==> src/rtl/fetch_queue_pkg.sv <==
// fetch_queue_pkg: shared widths and entry type for the fetch queue
package fetch_queue_pkg;
  localparam int INSN_LEN = 32;
  localparam int ADDR_LEN = 32;
  localparam logic [ADDR_LEN-1:0] INSN_BYTES = ADDR_LEN'(4);
  typedef struct packed {
    logic [INSN_LEN-1:0] inst;
    logic [ADDR_LEN-1:0] pc;
  } fq_entry_t;
endpackage

==> src/rtl/fetch_queue_if.sv <==
// fetch_queue_if: fetch-side and decode-side signals of the fetch queue
interface fetch_queue_if
  import fetch_queue_pkg::*;
#(
  parameter int DEPTH = 8
);
  logic                    flush;
  logic                    enq_valid;
  logic                    enq_inst2_valid;
  logic [INSN_LEN-1:0]     enq_inst1;
  logic [INSN_LEN-1:0]     enq_inst2;
  logic [ADDR_LEN-1:0]     enq_pc;
  logic                    enq_ready;
  logic                    deq_valid1;
  logic                    deq_valid2;
  logic [INSN_LEN-1:0]     deq_inst1;
  logic [INSN_LEN-1:0]     deq_inst2;
  logic [ADDR_LEN-1:0]     deq_pc1;
  logic [ADDR_LEN-1:0]     deq_pc2;
  logic                    deq_ready;
  logic [$clog2(DEPTH):0]  count;
  modport slave (
    input  flush, enq_valid, enq_inst2_valid, enq_inst1, enq_inst2, enq_pc, deq_ready,
    output enq_ready, deq_valid1, deq_valid2, deq_inst1, deq_inst2, deq_pc1, deq_pc2, count
  );
  modport master (
    output flush, enq_valid, enq_inst2_valid, enq_inst1, enq_inst2, enq_pc, deq_ready,
    input  enq_ready, deq_valid1, deq_valid2, deq_inst1, deq_inst2, deq_pc1, deq_pc2, count
  );
endinterface

==> src/rtl/fetch_queue_ram.sv <==
// fetch_queue_ram: entry storage with two write ports and two async read ports
module fetch_queue_ram
  import fetch_queue_pkg::*;
#(
  parameter int DEPTH = 8,
  localparam int PW = $clog2(DEPTH)
) (
  input  logic          clk,
  input  logic          we1,
  input  logic          we2,
  input  logic [PW-1:0] wa1,
  input  logic [PW-1:0] wa2,
  input  fq_entry_t     wd1,
  input  fq_entry_t     wd2,
  input  logic [PW-1:0] ra1,
  input  logic [PW-1:0] ra2,
  output fq_entry_t     rd1,
  output fq_entry_t     rd2
);
  fq_entry_t mem [DEPTH];
  // write both bundle slots; the two addresses are always distinct
  always_ff @(posedge clk) begin
    if (we1) mem[wa1] <= wd1;
    if (we2) mem[wa2] <= wd2;
  end
  assign rd1 = mem[ra1];
  assign rd2 = mem[ra2];
endmodule

==> src/rtl/fetch_queue.sv <==
// fetch_queue: two-wide FWFT instruction buffer between fetch and decode
module fetch_queue
  import fetch_queue_pkg::*;
#(
  parameter int DEPTH = 8
) (
  input logic         clk,
  input logic         reset,
  fetch_queue_if.slave fq
);
  localparam int PW = $clog2(DEPTH);
  localparam int CW = PW + 1;
  logic [PW-1:0] head, tail;
  logic [CW-1:0] cnt;
  logic [1:0]    nenq, ndeq;
  logic          v1, v2, enq_fire, we1, we2;
  fq_entry_t     rd1, rd2;
  assign v1 = cnt != '0;
  assign v2 = cnt >= CW'(2);
  assign fq.enq_ready = cnt <= CW'(DEPTH - 2);
  assign enq_fire = fq.enq_valid & fq.enq_ready;
  assign nenq = enq_fire ? (fq.enq_inst2_valid ? 2'd2 : 2'd1) : 2'd0;
  assign ndeq = fq.deq_ready ? {1'b0, v1} + {1'b0, v2} : 2'd0;
  assign we1 = enq_fire & ~fq.flush & ~reset;
  assign we2 = we1 & fq.enq_inst2_valid;
  fetch_queue_ram #(.DEPTH(DEPTH)) u_ram (
    .clk (clk),
    .we1 (we1),
    .we2 (we2),
    .wa1 (tail),
    .wa2 (tail + PW'(1)),
    .wd1 ('{inst: fq.enq_inst1, pc: fq.enq_pc}),
    .wd2 ('{inst: fq.enq_inst2, pc: fq.enq_pc + INSN_BYTES}),
    .ra1 (head),
    .ra2 (head + PW'(1)),
    .rd1 (rd1),
    .rd2 (rd2)
  );
  // pointers and occupancy; reset and flush both empty the queue and drop same-cycle traffic
  always_ff @(posedge clk) begin
    if (reset || fq.flush) begin
      head <= '0;
      tail <= '0;
      cnt  <= '0;
    end else begin
      head <= head + PW'(ndeq);
      tail <= tail + PW'(nenq);
      cnt  <= cnt + CW'(nenq) - CW'(ndeq);
    end
  end
  assign fq.count      = cnt;
  assign fq.deq_valid1 = v1;
  assign fq.deq_valid2 = v2;
  assign fq.deq_inst1  = v1 ? rd1.inst : '0;
  assign fq.deq_pc1    = v1 ? rd1.pc : '0;
  assign fq.deq_inst2  = v2 ? rd2.inst : '0;
  assign fq.deq_pc2    = v2 ? rd2.pc : '0;
endmodule
==> src/flat_wrapper.sv <==
// flat-port wrapper written by rule: the top's interface ports become plain ports
module fetch_queue_flat import fetch_queue_pkg::*;
#(
  parameter int DEPTH = 8
)
  (clk, reset, fq_flush, fq_enq_valid, fq_enq_inst2_valid, fq_enq_inst1, fq_enq_inst2, fq_enq_pc, fq_deq_ready, fq_enq_ready, fq_deq_valid1, fq_deq_valid2, fq_deq_inst1, fq_deq_inst2, fq_deq_pc1, fq_deq_pc2, fq_count);
  fetch_queue_if #(.DEPTH(DEPTH)) fq_i ();
  input logic clk;
  input logic reset;
  input wire logic [$bits(fq_i.flush)-1:0] fq_flush;
  input wire logic [$bits(fq_i.enq_valid)-1:0] fq_enq_valid;
  input wire logic [$bits(fq_i.enq_inst2_valid)-1:0] fq_enq_inst2_valid;
  input wire logic [$bits(fq_i.enq_inst1)-1:0] fq_enq_inst1;
  input wire logic [$bits(fq_i.enq_inst2)-1:0] fq_enq_inst2;
  input wire logic [$bits(fq_i.enq_pc)-1:0] fq_enq_pc;
  input wire logic [$bits(fq_i.deq_ready)-1:0] fq_deq_ready;
  output wire logic [$bits(fq_i.enq_ready)-1:0] fq_enq_ready;
  output wire logic [$bits(fq_i.deq_valid1)-1:0] fq_deq_valid1;
  output wire logic [$bits(fq_i.deq_valid2)-1:0] fq_deq_valid2;
  output wire logic [$bits(fq_i.deq_inst1)-1:0] fq_deq_inst1;
  output wire logic [$bits(fq_i.deq_inst2)-1:0] fq_deq_inst2;
  output wire logic [$bits(fq_i.deq_pc1)-1:0] fq_deq_pc1;
  output wire logic [$bits(fq_i.deq_pc2)-1:0] fq_deq_pc2;
  output wire logic [$bits(fq_i.count)-1:0] fq_count;
  assign fq_i.flush = fq_flush;
  assign fq_i.enq_valid = fq_enq_valid;
  assign fq_i.enq_inst2_valid = fq_enq_inst2_valid;
  assign fq_i.enq_inst1 = fq_enq_inst1;
  assign fq_i.enq_inst2 = fq_enq_inst2;
  assign fq_i.enq_pc = fq_enq_pc;
  assign fq_i.deq_ready = fq_deq_ready;
  assign fq_enq_ready = fq_i.enq_ready;
  assign fq_deq_valid1 = fq_i.deq_valid1;
  assign fq_deq_valid2 = fq_i.deq_valid2;
  assign fq_deq_inst1 = fq_i.deq_inst1;
  assign fq_deq_inst2 = fq_i.deq_inst2;
  assign fq_deq_pc1 = fq_i.deq_pc1;
  assign fq_deq_pc2 = fq_i.deq_pc2;
  assign fq_count = fq_i.count;
  fetch_queue #(.DEPTH(DEPTH)) u_core (.clk(clk), .reset(reset), .fq(fq_i));
endmodule
==> config.mk <==
export PLATFORM = sky130hd
export DESIGN_NAME = fetch_queue_flat
export DESIGN_NICKNAME = d
export VERILOG_FILES = /design/src/rtl/fetch_queue_pkg.sv /design/src/rtl/fetch_queue_if.sv /design/src/rtl/fetch_queue_ram.sv /design/src/rtl/fetch_queue.sv /design/src/flat_wrapper.sv
export SDC_FILE = /design/constraint.sdc
export NUM_CORES = 1
export LEC_CHECK = 0
export CAP_MARGIN = 10
export CELL_PAD_IN_SITES_DETAIL_PLACEMENT = 0
export CELL_PAD_IN_SITES_GLOBAL_PLACEMENT = 1
export CORE_UTILIZATION = 48
export CTS_CLUSTER_DIAMETER = 120
export DETAILED_ROUTE_END_ITERATION = 7
export PLACE_DENSITY_LB_ADDON = 0.1
export SETUP_SLACK_MARGIN = 0.05
export SLEW_MARGIN = 5
export SYNTH_ARGS = -nofsm -noshare
export SYNTH_HDL_FRONTEND = slang
export SYNTH_SLANG_ARGS = --single-unit
export TNS_END_PERCENT = 10
==> constraint.sdc <==
create_clock -name clk -period 9.5 [get_ports clk]
set_input_delay 1.425 -clock clk [delete_from_list [all_inputs] [get_ports clk]]
set_output_delay 1.425 -clock clk [all_outputs]
set_load 0.03 [all_outputs]
==> results.txt, run 1 <==
# IOs: 237
Routed WL per cell: 28.0 µm
Slew Limit Fails: 0
RD Place Congestion: 0.821
CTS tree: built
VDD IR max: 0.245 mV
Bufs on Longest Clock Path: 3
Post-DR vias/cell: 6.23
Final period utilization: 67.4%
P_leak: 12.3 nW
Mapped Cells: 2816
Antenna violations before repair: 7
Finished Core Util: 55.7%
CTS buffer count: 58
Post-DRT Antenna Nets: 0
Global route total overflow: 0
Area after DPL: 34700 µm²
Arr. time, crit path: 4.98 ns
Worst rel slew slack: 20.9%
Fin Hold WS: 0.709 ns
Largest stage delay, worst path: 0.95 ns
Fin worst setup slack: 3.10 ns
DP Worst Slack: 3.64 ns
Post-CTS sizing: 0
F_max: 156 MHz
Startpoint types: register
#FFs+latches synth: 522
Commonest non-fill, non-tap cell in the layout: nand2_1
Mux cell area share after synthesis: 20.1%
Setup tns final: 0 ns
Final setup violation count: 0
Async set-reset flop share out of synthesis: 0%
Compound-Gate Fraction of Synth Area: 2.00%
RSZ-0062 raised after global routing: false
Worst-Skew Late Latency: 0.63 ns
Final net count: 2986
DP HPWL: 58.6 mm
Overall die height: 260 µm
Outcome: finished clean
First-pass GRT wire length: 153 mm
Initial Util: 48.5%
Synth warn: 0
Core Area: 65700 µm²
CP Class: reg -> out
Post-Synth Adder-Cell Area: 0.723%
Max_cap viols: 0
Worst-Margin Slew: 1.18 ns
Ys flop type: edfxtp_1
Final hold violations: 0
I/O Buffers: 236
Die area: 67400 µm²
Most frequent cells in the layout: nand2_1 (1008), edfxtp_1 (512), mux4_2 (256)
Share of layout cells above drive strength 1: 15.2%
Clk slew on worst S/H paths: 0.06 ns
Iteration count of the initial detailed-routing pass: 6
Post-synthesis sequential area ratio: 48.9%
Delay-heaviest family, CP: buffers and inverters
Worst Path Buf+Inv: 3
Syn_area_per_cell: 11.3 µm²
Final Cell Area: 36600 µm²
Row count: 94
Layout area overhead: 14.9%
Total wire length: 106 mm
Simple-Gate Fraction of Synth Area: 17.2%
XOR/XNOR share of the synthesized area: 6.68%
Power Dens Cells: 212 nW/µm²
Period minus WS final: 6.40 ns
Gr usage total: 31.2%
HP Class: reg -> reg
Fillers: 5495
Worst Clk Skew: 0.0238 ns
Worst-path maximum fanout: 141
Largest family of logic cells by synthesized area: multiplexers
DRC violations left: 0
Post-synth EDFFs: 512
CP endpoint kind: primary output
H-Tree Level Count: 2
Critical path's slowest cell: dfxtp_4
Hold buffers post-CTS: 0
Mapped Area: 31900 µm²
Via Count: 23500
DR iter-0 viols: 2874
Post-synth net total: 2934
Post-CTS setup buffer count: 0
Critical path cell sequence: buf_12 -> buf_4 -> mux4_2 -> mux2i_1 -> nor2_1 -> clkdlybuf4s50_1
Count of cell types in the netlist: 49
Die W: 260 µm
Largest net degree at the start of global routing: 142
TritonCTS Sinks: 522
Vias in the first global route: 23000
CTS root buffer: clkbuf_16
WP data required: 8.08 ns
[logic make-up (layout without fill, tap and decap cells)]
kind of cell,count (synthesis),in the layout
flops,522,522
simple gates,1315,1315
buf+inv,310,405
other cells,0,2
xor+xnor,240,240
fa+ha+maj,16,16
compound gates,93,93
mux,320,320
[worst reg2reg max path, stage by stage (launching register included)]
cell     delay, ns
dfxtp_1       0.39
inv_1         0.11
ha_1          0.17
nor2b_4       0.15
inv_1         0.09
nor2_4        0.70
buf_4         0.76
inv_1         0.17
ha_1          0.21
and2_1        0.20
fa_1          0.53
inv_1         0.05
ha_1          0.26
a21o_1        0.17
a21oi_1       0.18
xnor2_1       0.14
nor2_1        0.06
[routing by layer]
layer | vias to the layer above | wire length [µm] | part of all wire [%] | GRT usage [%]
met5 | - | 46 | 0.044 | 0
met2 | 1290 | 50000 | 47 | 50.2
li1 | 10100 | - | - | -
met4 | 8 | 2340 | 2.2 | 8.09
met1 | 12000 | 42900 | 41 | 44.0
met3 | 161 | 10400 | 9.9 | 5.61
[path summary, 6_finish.rpt]
kind	from	to	slack, ns	cells past startpoint
setup / recovery	u_core.head[0]	fq_deq_pc1[23]	3.10	6
hold / removal	u_core.tail[2]	u_core.tail[2]	0.71	2
setup reg to reg	u_core.fq.count[3]	u_core.fq.count[3]	5.06	16
hold reg to reg	u_core.tail[2]	u_core.tail[2]	0.71	2
[through the flow]
step / cells / total power, mW
4_1_cts: 3774 / 7.80
5_1_grt: 3777 / 8.03
6_report: 3777 / 7.76
2_1_floorplan: 2816 / 4.61
3_5_place_dp: 3671 / 5.58
3_3_place_gp: 3671 / 5.55
[power breakdown]
| group | internal, mW | switching (mW) | total [mW] |
|---|---|---|---|
| clock network | 1.32 | 0.928 | 2.25 |
| logic | 1.25 | 1.61 | 2.87 |
| registers | 2.58 | 0.0693 | 2.65 |
[layout make-up]
cell class              count  area (µm²)  share of cell area (%)
flip-flops and latches    522       15600                    42.6
clock buffers              74        1530                    4.19
repair buffers            289        2790                    7.62
diodes                      2        5.00                  0.0137
well taps                 864        1080                    2.95
clock inverters            29         319                   0.872
multi-input cells        1984       15200                    41.6
inverters                  13        48.8                   0.133
[registers in the layout, summed over array words and instances, names as in the netlist]
register	cells
u_core.fq.count	4
u_core.head	3
u_core.tail	3
u_core.u_ram.mem	512
[Yosys cell counts, types with 20 or more instances]
master    number  area share (%)
nand2_1     1012              12
edfxtp_1     512              48
mux4_2       256              18
buf_2        164             2.6
xnor2_1      124             3.4
xor2_1       114             3.1
nor2_1        92             1.1
clkbuf_1      78            0.92
nor3_1        72             1.1
a21oi_1       66             1.0
mux2i_1       64             2.0
buf_1         44            0.52
nand4_1       35            0.69
nand3_1       23            0.36
nor4_1        20            0.39
Note: power is estimated with default switching activity, not from simulation.
==> run 2, diff against run 1 <==
CORE_UTILIZATION = 44   (was 48)
clock period = 5.8 ns   (was 9.5 ns; I/O delays follow)
==> results.txt, run 2 (same netlist as run 1, synthesis figures left out) <==
Critical path cell sequence: inv_1 -> ha_1 -> nor2b_4 -> inv_1 -> nor2_4 -> buf_4 -> nor2_1 -> clkdlybuf4s50_1
Worst rel slew slack: 22.1% (+1.2 points)
Startpoint types: register
Power Dens Cells: 352 nW/µm² (+66%)
Period minus WS final: 4.99 ns
Most frequent cells in the layout: nand2_1 (1008), edfxtp_1 (512), mux4_2 (256)
Worst-Margin Slew: 1.16 ns (-0.0209 ns)
Worst-path maximum fanout: 25 (-82%)
CP Class: reg -> out
Via Count: 23400 (-0.61%)
Overall die height: 271 µm (+4.4%)
I/O Buffers: 236 (unchanged)
# IOs: 237 (unchanged)
Worst Clk Skew: 0.0213 ns (-0.00253 ns)
WP data required: 4.93 ns (-3.15 ns)
Post-DR vias/cell: 6.03 (-3.2%)
CP endpoint kind: primary output
Post-CTS setup buffer count: 0 (unchanged)
Commonest non-fill, non-tap cell in the layout: nand2_1
CTS buffer count: 60 (+3.4%)
Worst-Skew Late Latency: 0.64 ns (about the same)
Final hold violations: 0 (unchanged)
Total wire length: 110 mm (+3.8%)
R2r worst-path depth: 15 (-1)
DR iter-0 viols: 2452 (-15%)
RSZ-0062 raised after global routing: false
Top reg by flops: u_core.u_ram.mem
Antenna violations before repair: 12 (+5)
DRC violations left: 0 (unchanged)
Final period utilization: 86.0%
Final net count: 2990 (+0.13%)
Die area: 73500 µm² (+9.0%)
Hold buffers post-CTS: 0 (unchanged)
Clk slew on worst S/H paths: 0.07 ns (about the same)
Share of layout cells above drive strength 1: 15.3% (+0.11 points)
Vias in the first global route: 23200 (+0.55%)
CTS root buffer: clkbuf_16
Area after DPL: 35000 µm² (+0.73%)
Core Area: 71600 µm² (+8.9%)
Critical path's slowest cell: nor2_4
CTS tree: built
Finished Core Util: 51.6% (-4.1 points)
Final Cell Area: 37000 µm² (+0.97%)
Outcome: finished clean
Post-DRT Antenna Nets: 0 (unchanged)
Iteration count of the initial detailed-routing pass: 5 (-1)
First-pass GRT wire length: 158 mm (+3.6%)
Post-CTS sizing: 0 (unchanged)
H-Tree Level Count: 2 (unchanged)
Die W: 271 µm (+4.4%)
Gr usage total: 29.6% (-1.7 points)
Row count: 98 (+4.3%)
Max FFs per register: 512 (unchanged)
VDD IR max: 0.265 mV (+8.5%)
Bufs on Longest Clock Path: 3 (unchanged)
TritonCTS Sinks: 522 (unchanged)
Final Power: 13.0 mW (+67%)
Arr. time, crit path: 4.12 ns (-0.86 ns)
Largest stage delay, worst path: 0.89 ns (-0.06 ns)
Most used cell, CP: inv_1
P_leak: 12.4 nW (+0.66%)
Flop-to-flop setup slack: 1.43 ns (-3.63 ns)
RD Place Congestion: 0.799 (-2.7%)
F_max: 200 MHz
Layout area overhead: 16.0%
Global route total overflow: 0 (unchanged)
DP HPWL: 59.6 mm (+1.7%)
Slew Limit Fails: 0 (unchanged)
Initial Util: 44.5% (-4.0 points)
Final setup violation count: 0 (unchanged)
HP Class: reg -> reg
Largest net degree at the start of global routing: 146 (+2.8%)
Worst Hold Depth: 2 (unchanged)
Max_cap viols: 0 (unchanged)
Routed WL per cell: 28.3 µm (+1.1%)
==> run 2: cell count changes in the layout (fill, tap and decap cells not counted), moves of 3 or more <==
cell	delta
buf_4	-8
clkinv_1	+7
inv_6	+3
diode_2	+5
clkinv_2	-3
buf_12	+10
==> run 2: per-stage QoR <==
stage               setup TNS, ns  hold WS (ns)  cells  worst slack, ns
finish                          0         0.697   3880            0.810
CTS                             0         0.699   3872            0.823
global placement                0         0.674   3759             1.59
detailed placement              0         0.679   3759             1.47
global route                    0         0.730   3880            0.671
floorplan                 -156.59         0.575   2816           -0.816
==> run 2: worst paths after layout <==
kind	end	start
worst max register to register	u_core.fq.count[3]	u_core.fq.count[3]
worst max-delay path	fq_deq_inst1[14]	u_core.fq.count[3]
worst min register to register	u_core.tail[2]	u_core.tail[2]
worst min-delay path	u_core.tail[2]	u_core.tail[2]
==> run 2: report_power, final <==
part           internal [mW]  leakage [nW]  total, mW  switching [mW]
clock                   2.23         0.940       3.84            1.61
combinational           2.10          6.79       4.86            2.76
sequential              4.22          4.70       4.29          0.0728
==> run 2: metal layers <==
| layer | wire length [µm] | vias to the layer above | track usage, % |
|---|---|---|---|
| met5 | 69 | - | 0 |
| li1 | - | 10100 | - |
| met4 | 2840 | 10 | 8.38 |
| met3 | 9830 | 187 | 5.14 |
| met2 | 52200 | 1194 | 47.6 |
| met1 | 44800 | 11900 | 41.2 |
==> run 2: cell type report <==
class,count,area [µm²]
diodes,7,17.5
clock buffers,77,1590
clock inverters,36,355
fillers,6253,34700
inverters,13,48.8
multi-input cells,1984,15200
flip-flops and latches,522,15600
well taps,950,1190
repair buffers,291,2930
==> run 2: worst max-delay path: cells and delay by family, from the launching register on <==
kind	cells	cell delay [ns]
adder cells (fa/ha/maj)	1	0.16
buffers and inverters	4	1.43
AND/OR/NAND/NOR	3	1.48
flip-flops	1	0.38
